--- config.mk ---
export PLATFORM = sky130hd
export DESIGN_NAME = vga_mem_arbiter_n
export DESIGN_NICKNAME = d
export VERILOG_FILES = /design/src/rtl/vga_mem_arbiter_n.sv
export SDC_FILE = /design/constraint.sdc
export NUM_CORES = 1
export LEC_CHECK = 0
export BUFFER_PORTS_ARGS = -buffer_cell sky130_fd_sc_hd__buf_2
export CORE_ASPECT_RATIO = 1.75
export CORE_MARGIN = 8
export CORE_UTILIZATION = 49
export CTS_CLUSTER_DIAMETER = 100
export CTS_CLUSTER_SIZE = 16
export DETAILED_ROUTE_END_ITERATION = 7
export GPL_TIMING_DRIVEN = 0
export HOLD_SLACK_MARGIN = 0.08
export MAX_ROUTING_LAYER = met4
export PLACE_DENSITY = 0.83
export REMOVE_ABC_BUFFERS = 1
export SETUP_SLACK_MARGIN = 0.15
export SYNTH_ARGS = -nofsm -noshare
export SYNTH_HDL_FRONTEND = slang
export SYNTH_SLANG_ARGS = --single-unit
export TNS_END_PERCENT = 5
--- constraint.sdc ---
create_clock -name wb_clk_i -period 3.3 [get_ports wb_clk_i]
set_input_delay 0.165 -clock wb_clk_i [delete_from_list [all_inputs] [get_ports wb_clk_i]]
set_output_delay 0.165 -clock wb_clk_i [all_outputs]
set_load 0.02 [all_outputs]
--- src/rtl/vga_mem_arbiter_n.sv ---
// vga_mem_arbiter_n: shares one synchronous video SRAM between a CPU Wishbone port and NCH display read channels
module vga_mem_arbiter_n #(
   parameter int NCH    = 2,
   parameter int AW     = 17,
   parameter int DW     = 16,
   parameter int STARVE = 8
) (
   input  logic              wb_clk_i,
   input  logic              wb_rst_i,
   input  logic [AW-1:0]     wb_adr_i,
   input  logic [DW/8-1:0]   wb_sel_i,
   input  logic              wb_we_i,
   input  logic [DW-1:0]     wb_dat_i,
   output logic [DW-1:0]     wb_dat_o,
   input  logic              wb_stb_i,
   output logic              wb_ack_o,
   input  logic [NCH*AW-1:0] csr_adr_i,
   input  logic [NCH-1:0]    csr_stb_i,
   output logic [NCH-1:0]    csr_gnt_o,
   output logic [NCH-1:0]    csr_vld_o,
   output logic [DW-1:0]     csr_dat_o,
   output logic [AW-1:0]     csrm_adr_o,
   output logic [DW/8-1:0]   csrm_sel_o,
   output logic              csrm_we_o,
   output logic [DW-1:0]     csrm_dat_o,
   input  logic [DW-1:0]     csrm_dat_i
);
   logic [NCH-1:0] gnt, rrg, vld_q, vld_d;
   logic           cpu_elig, forced, cpu_gnt, rd_q, rd_d, ack_q, ack_d;
   logic [7:0]     cnt_q, cnt_d;
   logic [2:0]     rr_q, rr_d, rrn;
   logic [AW-1:0]  adr_q, adr_d, adr_mux;
   logic [DW-1:0]  wbd_q, wbd_d;
   int             best, pos;
   always_comb begin
      cpu_elig = wb_stb_i && !rd_q && !ack_q;
      forced   = cpu_elig && cnt_q == 8'(STARVE-1);
      best     = NCH;
      pos      = 0;
      rrg      = '0;
      rrn      = rr_q;
      // rotated search: distance from rr_ptr, lowest distance wins
      for (int k = 1; k < NCH; k++) begin
         pos = (k >= int'(rr_q)) ? k - int'(rr_q) : k - int'(rr_q) + NCH - 1;
         if (csr_stb_i[k] && pos < best) begin
            best   = pos;
            rrg    = '0;
            rrg[k] = 1'b1;
            rrn    = (k == NCH-1) ? 3'd1 : 3'(k+1);
         end
      end
      cpu_gnt = !wb_rst_i && (forced || (!csr_stb_i[0] && rrg == '0 && cpu_elig));
      gnt     = (wb_rst_i || forced) ? '0 : csr_stb_i[0] ? NCH'(1) : rrg;
      rr_d    = (!wb_rst_i && !forced && !csr_stb_i[0] && |rrg) ? rrn : rr_q;
      adr_mux = adr_q;
      for (int k = 0; k < NCH; k++)
         if (gnt[k]) adr_mux = csr_adr_i[k*AW +: AW];
      csrm_adr_o = cpu_gnt ? wb_adr_i : adr_mux;
      csrm_sel_o = cpu_gnt ? wb_sel_i : |gnt ? '1 : '0;
      csrm_we_o  = cpu_gnt && wb_we_i;
      csrm_dat_o = cpu_gnt ? wb_dat_i : '0;
      cnt_d = (!cpu_elig || cpu_gnt) ? 8'd0 : forced ? cnt_q : cnt_q + 8'd1;
      rd_d  = cpu_gnt && !wb_we_i;
      ack_d = (cpu_gnt && wb_we_i) || rd_q;
      wbd_d = rd_q ? csrm_dat_i : wbd_q;
      vld_d = gnt;
      adr_d = csrm_adr_o;
   end
   always_ff @(posedge wb_clk_i) begin
      if (wb_rst_i) begin
         vld_q <= '0;
         rd_q  <= 1'b0;
         ack_q <= 1'b0;
         cnt_q <= '0;
         rr_q  <= 3'd1;
         adr_q <= '0;
         wbd_q <= '0;
      end else begin
         vld_q <= vld_d;
         rd_q  <= rd_d;
         ack_q <= ack_d;
         cnt_q <= cnt_d;
         rr_q  <= rr_d;
         adr_q <= adr_d;
         wbd_q <= wbd_d;
      end
   end
   assign csr_gnt_o = gnt;
   assign csr_vld_o = vld_q;
   assign csr_dat_o = |vld_q ? csrm_dat_i : '0;
   assign wb_ack_o  = ack_q;
   assign wb_dat_o  = wbd_q;
endmodule

==> results of run 1 <==
## registers in the layout, summed over array words and instances, names as in the netlist
register,count
adr_q,17
wb_dat_o,16
cnt_q,8
csr_vld_o,2
rd_q,1
wb_ack_o,1
## worst max-delay path, delay by kind of cell
| family | cells | cell delay [ns] |
|---|---|---|
| AO/OA/AOI/OAI | 2 | 0.42 |
| multiplexers | 1 | 0.32 |
| AND/OR/NAND/NOR | 1 | 1.01 |
| buffers and inverters | 2 | 0.81 |
## path summary, 6_finish.rpt
check / depth (start not counted) / endpoint / from / slack, ns
min reg2reg: 1 / cnt_q[0]$_SDFFE_PP0N_ / cnt_q[0]$_SDFFE_PP0N_ / 0.47
max reg2reg: 5 / adr_q[0]$_SDFF_PP0_ / cnt_q[0]$_SDFFE_PP0N_ / 0.99
max: 6 / csrm_adr_o[6] / wb_rst_i / 0.33
min: 3 / wb_dat_o[0]$_SDFFE_PP0P_ / csrm_dat_i[0] / 0.12
## routing by layer
layer  vias to the layer above  wire (um)
met4                         0        131
li1                       1568          -
met5                         -          0
met3                        13        795
met2                       129       5347
met1                      1555       3647
## power groups by stage
stage / Combinational [mW] / Sequential (mW) / Clock, mW
5_1_grt: 0.414 / 0.585 / 0.472
3_3_place_gp: 0.366 / 0.591 / 0
3_5_place_dp: 0.379 / 0.593 / 0
2_1_floorplan: 0.215 / 0.595 / 0
4_1_cts: 0.383 / 0.581 / 0.443
6_report: 0.384 / 0.581 / 0.437
## placed cells by master (no fill, tap or decap), drive strengths merged, types with 9 or more instances in the layout
master	count
buf	167
dfxtp	45
nor2	27
a21oi	22
nor2b	19
nand3	19
and3	18
o32ai	17
o31ai	16
mux2i	16
o2bb2ai	14
nor4	14
o41ai	14
mux2	14
nand2	9
## cell type report
type / instances / area (sq um) / share of cell area, %
multi-input cells: 250 / 1918 / 48.78
flip-flops and latches: 45 / 902.1 / 22.94
repair buffers: 168 / 869.6 / 22.11
well taps: 80 / 100.1 / 2.545
clock buffers: 6 / 82.58 / 2.100
clock inverters: 2 / 37.54 / 0.9545
inverters: 6 / 22.52 / 0.5727
## cell families (layout without fill, tap and decap cells)
group,after synthesis,after routing
xor gates and xnor gates,3,3
adders and majority gates,1,1
DFF,45,45
buffers and inverters,41,182
AOI/OAI and AO/OA,94,94
and+or+nand+nor,122,122
muxes,30,30
## per-stage QoR
step	utilization [%]	total power, mW	instance area (sq um)	hold slack, ns	setup WS (ns)
global placement	61.72	0.9574	3756	0.3433	-0.2185
floorplan	-	0.8102	2840	0.2341	0.6493
finish	64.62	1.402	3933	0.1151	0.3319
CTS	64.45	1.407	3923	0.1143	0.1683
global route	64.62	1.471	3933	0.1140	0.1905
detailed placement	62.15	0.9727	3782	0.3426	-0.01136
## repair_timing
action | in CTS | in global routing
pin swaps | 1 | 1
setup endpoints to repair | 14 | 14
gates cloned | 0 | 0
resized for setup | 1 | 2
hold buffers | 1 | 0
buffers inserted | 1 | 1
hold endpoints to repair | 1 | 0
==> results.cfg, run 1 <==
[timing]
finClkSkew_ns = 0.005393
rsz0062_at_grt = no
timing.fmax_mhz = 336.9
hold_violations = 0
tns_ns = 0
relSlewSlack_pct = 13.22
period_needed_ns = 2.968
tightest_slew_ns = 1.297
period_share_pct = 89.94
finalSetupViolations = 0
slew_viol_final = 0

[setup_path]
cp_slowest_cell = nand2b_1
worst_setup_path_start_kind = primary input
worstSetupPathType = primary input to output pin
worstPathCellList = buf_4, nand2b_1, o2bb2ai_1, mux2_4, o31ai_1, buf_2
arrival_ns = 2.80
max_stage_delay_ns = 1.01
end_kind = output pin
cp_max_fo = 73
critPathRequiredTime_ns = 3.13

[synthesis]
ys.flop_type = dfxtp_1
synth-xor-area-share_pct = 0.8660
syn-mean-instance-area_sq_um = 9.030
synth-simple-area-share_pct = 23.51
synth_area_leaders = dfxtp_1 (30%), o41ai_2 (7.5%), mux2i_1 (5.3%)
synth_compound_area_share_pct = 26.68
synth_enable_flop_cells = 0
synth_commonest_cells = dfxtp_1 (45), nor2_1 (27), a21oi_1 (22)
synth_cell_types = 44
yosysWarnings = 0
syn_area_sq_um = 3034
synth_adder_area_share_pct = 0.4124
synth_cells = 336
synth_top_cell_area_share_pct = 29.69
yosysSeqAreaShare_pct = 29.69
synth_top_family_by_area = compound AO/OA/AOI/OAI gates
synth_seq_cells = 45
yosys.cell_count.top_type = dfxtp_1
ys_async_sr_fraction_pct = 0
yosysTopAreaCell = dfxtp_1
muxShareOfSynthArea_pct = 11.71

[final_layout]
nNetsFinal = 568
antenna_cells = 0
drive_gt1_share_pct = 44.65
fin_cells = 557
syn_to_final_growth_pct = 29.61
fillCellCount = 582

[die]
dieHeight_um = 120.1
ioPinCount = 164
start_util_pct = 49.86
die_area_sq_um = 9065
fp.dieW_um = 75.49
core_sq_um = 6086
std_cell_rows = 38

[global_routing]
grt_busiest_layer = met2
grt_pass1_vias = 3246
grt_use_total_pct = 21.92
globalRouteMet2Util_pct = 38.78
grt_max_degree = 74
grt_pass1_wl_mm = 15.61
met1_usage_pct = 23.52
antenna_found_initial = 0
gr-total-overflow = 0
grt_use_met3_pct = 4.344

[clock_network]
cts_sinks = 45
clkTransAtPathRegs_ns = 0.09
cts_tree = yes
worstSkewPairLatency_ns = 0.29
clockRootBuffer = clkbuf_8
htreeDepth = 2
cts_buffer_depth = 2
numCtsBuffers = 5

[detailed_routing]
vias_per_cell = 5.862
wl_per_cell_um = 17.81
num_vias = 3265
drt_wl_total_mm = 9.921
drtPass1Iterations = 4
final_antenna_net_count = 0
drc_errors = 0
drt_iter0_markers = 187

[place]
hpwl_mm = 7.163
place_inst = 546
portBuffers = 163
place.gp.congestion = 0.7711

[power]
clockPowerShare_pct = 31.2
p_comb_share_pct = 27.4
p_seq_share_pct = 41.5
power.net_switching_mw = 0.4320
p_int_mw = 0.9695
p_leak_nw = 1.857
irDropWorstVdd_v = 0.0002112
swShare_pct = 30.82
powerDensity_nw_per_um2 = 356.4

[run_status]
outcome = complete, no violations

[min_path]
hp-class = primary input to flip-flop

[flow_run]
maxCapViolations = 0
No activity file was read; power rests on OpenSTA's default activity.
==> run 2: changes to the inputs <==
--- a/config.mk
+++ b/config.mk
@@ -15,7 +15,7 @@
 export GPL_TIMING_DRIVEN = 0
 export HOLD_SLACK_MARGIN = 0.08
 export MAX_ROUTING_LAYER = met4
-export PLACE_DENSITY = 0.83
+export PLACE_DENSITY = 0.95
 export REMOVE_ABC_BUFFERS = 1
 export SETUP_SLACK_MARGIN = 0.15
 export SYNTH_ARGS = -nofsm -noshare
==> results.cfg, run 2 (synthesis results as in run 1) <==
[power]
swShare_pct = 33.03
p_seq_share_pct = 43.6
powerDensity_nw_per_um2 = 341.4
clockPowerShare_pct = 27.3
p_comb_share_pct = 29.1
irDropWorstVdd_v = 0.0003350
p_leak_nw = 1.846
power.net_switching_mw = 0.4402
p_int_mw = 0.8926

[global_routing]
grt_pass1_vias = 3479
grt_pass1_wl_mm = 15.92
gr-total-overflow = 0
antenna_found_initial = 0
grt_max_degree = 74
grt_use_total_pct = 22.46

[place]
hpwl_mm = 7.662
place_inst = 546
portBuffers = 163
place.gp.congestion = 0.8162

[detailed_routing]
drt_wl_total_mm = 10.50
num_vias = 3332
final_antenna_net_count = 0
drt_iter0_markers = 246
drc_errors = 0
wl_per_cell_um = 18.89
drtPass1Iterations = 4
vias_per_cell = 5.993

[setup_path]
cp_max_fo = 15
r2r_slack_ns = 0.94
end_kind = output pin
cp_slowest_cell = and2_2
ff2ff_path_depth = 5
max_stage_delay_ns = 0.55
worstReg2RegEnd = adr_q[12]$_SDFF_PP0_
arrival_ns = 2.72
worstSetupPathType = flip-flop to output pin
r2r-start = cnt_q[0]$_SDFFE_PP0N_
worst_setup_path_start_kind = flip-flop
worstPathCellList = ha_1, nor4b_2, and2_2, mux2_2, o31ai_1, buf_2
critPathRequiredTime_ns = 3.13

[clock_network]
numCtsBuffers = 5
cts_buffer_depth = 2
cts_tree = yes
htreeDepth = 2
cts_sinks = 45
clockRootBuffer = clkbuf_8
worstSkewPairLatency_ns = 0.30
clkTransAtPathRegs_ns = 0.09

[die]
std_cell_rows = 38
fp.dieW_um = 75.49
die_area_sq_um = 9065
dieHeight_um = 120.1
start_util_pct = 49.86
ioPinCount = 164
core_sq_um = 6086

[timing]
hold_violations = 0
slew_viol_final = 0
period_share_pct = 87.44
finalSetupViolations = 0
period_needed_ns = 2.886
timing.fmax_mhz = 346.5
rsz0062_at_grt = no
relSlewSlack_pct = 10.28
finClkSkew_ns = 0.007896
hold-worst-slack_ns = 0.1031
tightest_slew_ns = 1.341

[flow_run]
maxCapViolations = 0

[final_layout]
largest_reg_flops = 17
multi_input_area_sq_um = 1921
drive_gt1_share_pct = 44.75
antenna_cells = 0
nNetsFinal = 567
fillCellCount = 533
layout_common_cells = buf_2 (162), dfxtp_1 (44), nor2_1 (27), a21oi_1 (22)
register_area_sq_um = 902.1
final_common_cell = buf_2
fin_cells = 556
syn_to_final_growth_pct = 28.66
largest_register = adr_q

[min_path]
hp-class = primary input to flip-flop
whs_path_depth = 3
whs_endpoint = wb_dat_o[6]$_SDFFE_PP0P_
hp-start = csrm_dat_i[6]

[run_status]
outcome = complete, no violations
run 2: layout make-up:
class / count / share of cell area, %
well taps: 80 / 2.564
clock inverters: 2 / 0.3526
multi-input cells: 250 / 49.20
inverters: 6 / 0.5769
repair buffers: 167 / 22.08
flip-flops and latches: 45 / 23.11
clock buffers: 6 / 2.115
run 2: worst max path at each step:
stage / startpoint / end / slack, ns / depth (start not counted)
detailed placement: wb_rst_i / csrm_adr_o[11] / -0.03 / 6
floorplan: rd_q$_SDFF_PP0_ / csrm_adr_o[0] / 0.65 / 4
CTS: cnt_q[0]$_SDFFE_PP0N_ / csrm_adr_o[1] / 0.12 / 6
finish: cnt_q[0]$_SDFFE_PP0N_ / csrm_adr_o[2] / 0.41 / 6
global placement: wb_rst_i / csrm_adr_o[2] / -0.15 / 5
global route: cnt_q[0]$_SDFFE_PP0N_ / csrm_adr_o[0] / 0.22 / 6
run 2: per-stage QoR:
step                TNS [ns]  total power, mW  setup slack, ns  util, %  instance area (sq um)
CTS                        0            1.338           0.1170    64.06                   3899
global route               0            1.403           0.2199    64.14                   3904
detailed placement  -0.02775           0.9752         -0.02640    62.15                   3782
global placement      -1.957           0.9563          -0.1545    61.72                   3756
floorplan                  0           0.8102           0.6493        -                   2840
finish                     0            1.333           0.4144    64.14                   3904
run 2: layer usage:
layer	routed length, um	global-route usage, %
met1	3806	22.15
met2	5417	39.22
met3	1077	5.681
met4	203	10.17
met5	0	-
run 2: repair_timing:
item,4_1_cts,5_1_grt
hold endpoints to repair,1,0
resized for setup,1,2
setup endpoints to repair,14,14
pin swaps,1,0
hold buffers,1,0
setup buffers,1,0
run 2: worst max-delay path, delay by kind of cell (launching register included):
| family | cells | cell delay [ns] |
|---|---|---|
| simple gates | 2 | 0.93 |
| mux | 1 | 0.41 |
| flops | 1 | 0.37 |
| fa+ha+maj | 1 | 0.25 |
| compound gates | 1 | 0.24 |
| buf+inv | 1 | 0.21 |
run 2: power groups by stage:
stage	clock network [mW]	logic (mW)	registers (mW)
after global placement	0	0.365	0.591
final	0.364	0.387	0.581
after floorplan	0	0.215	0.595
after CTS	0.372	0.386	0.581
after detailed placement	0	0.381	0.594
after global routing	0.404	0.415	0.584
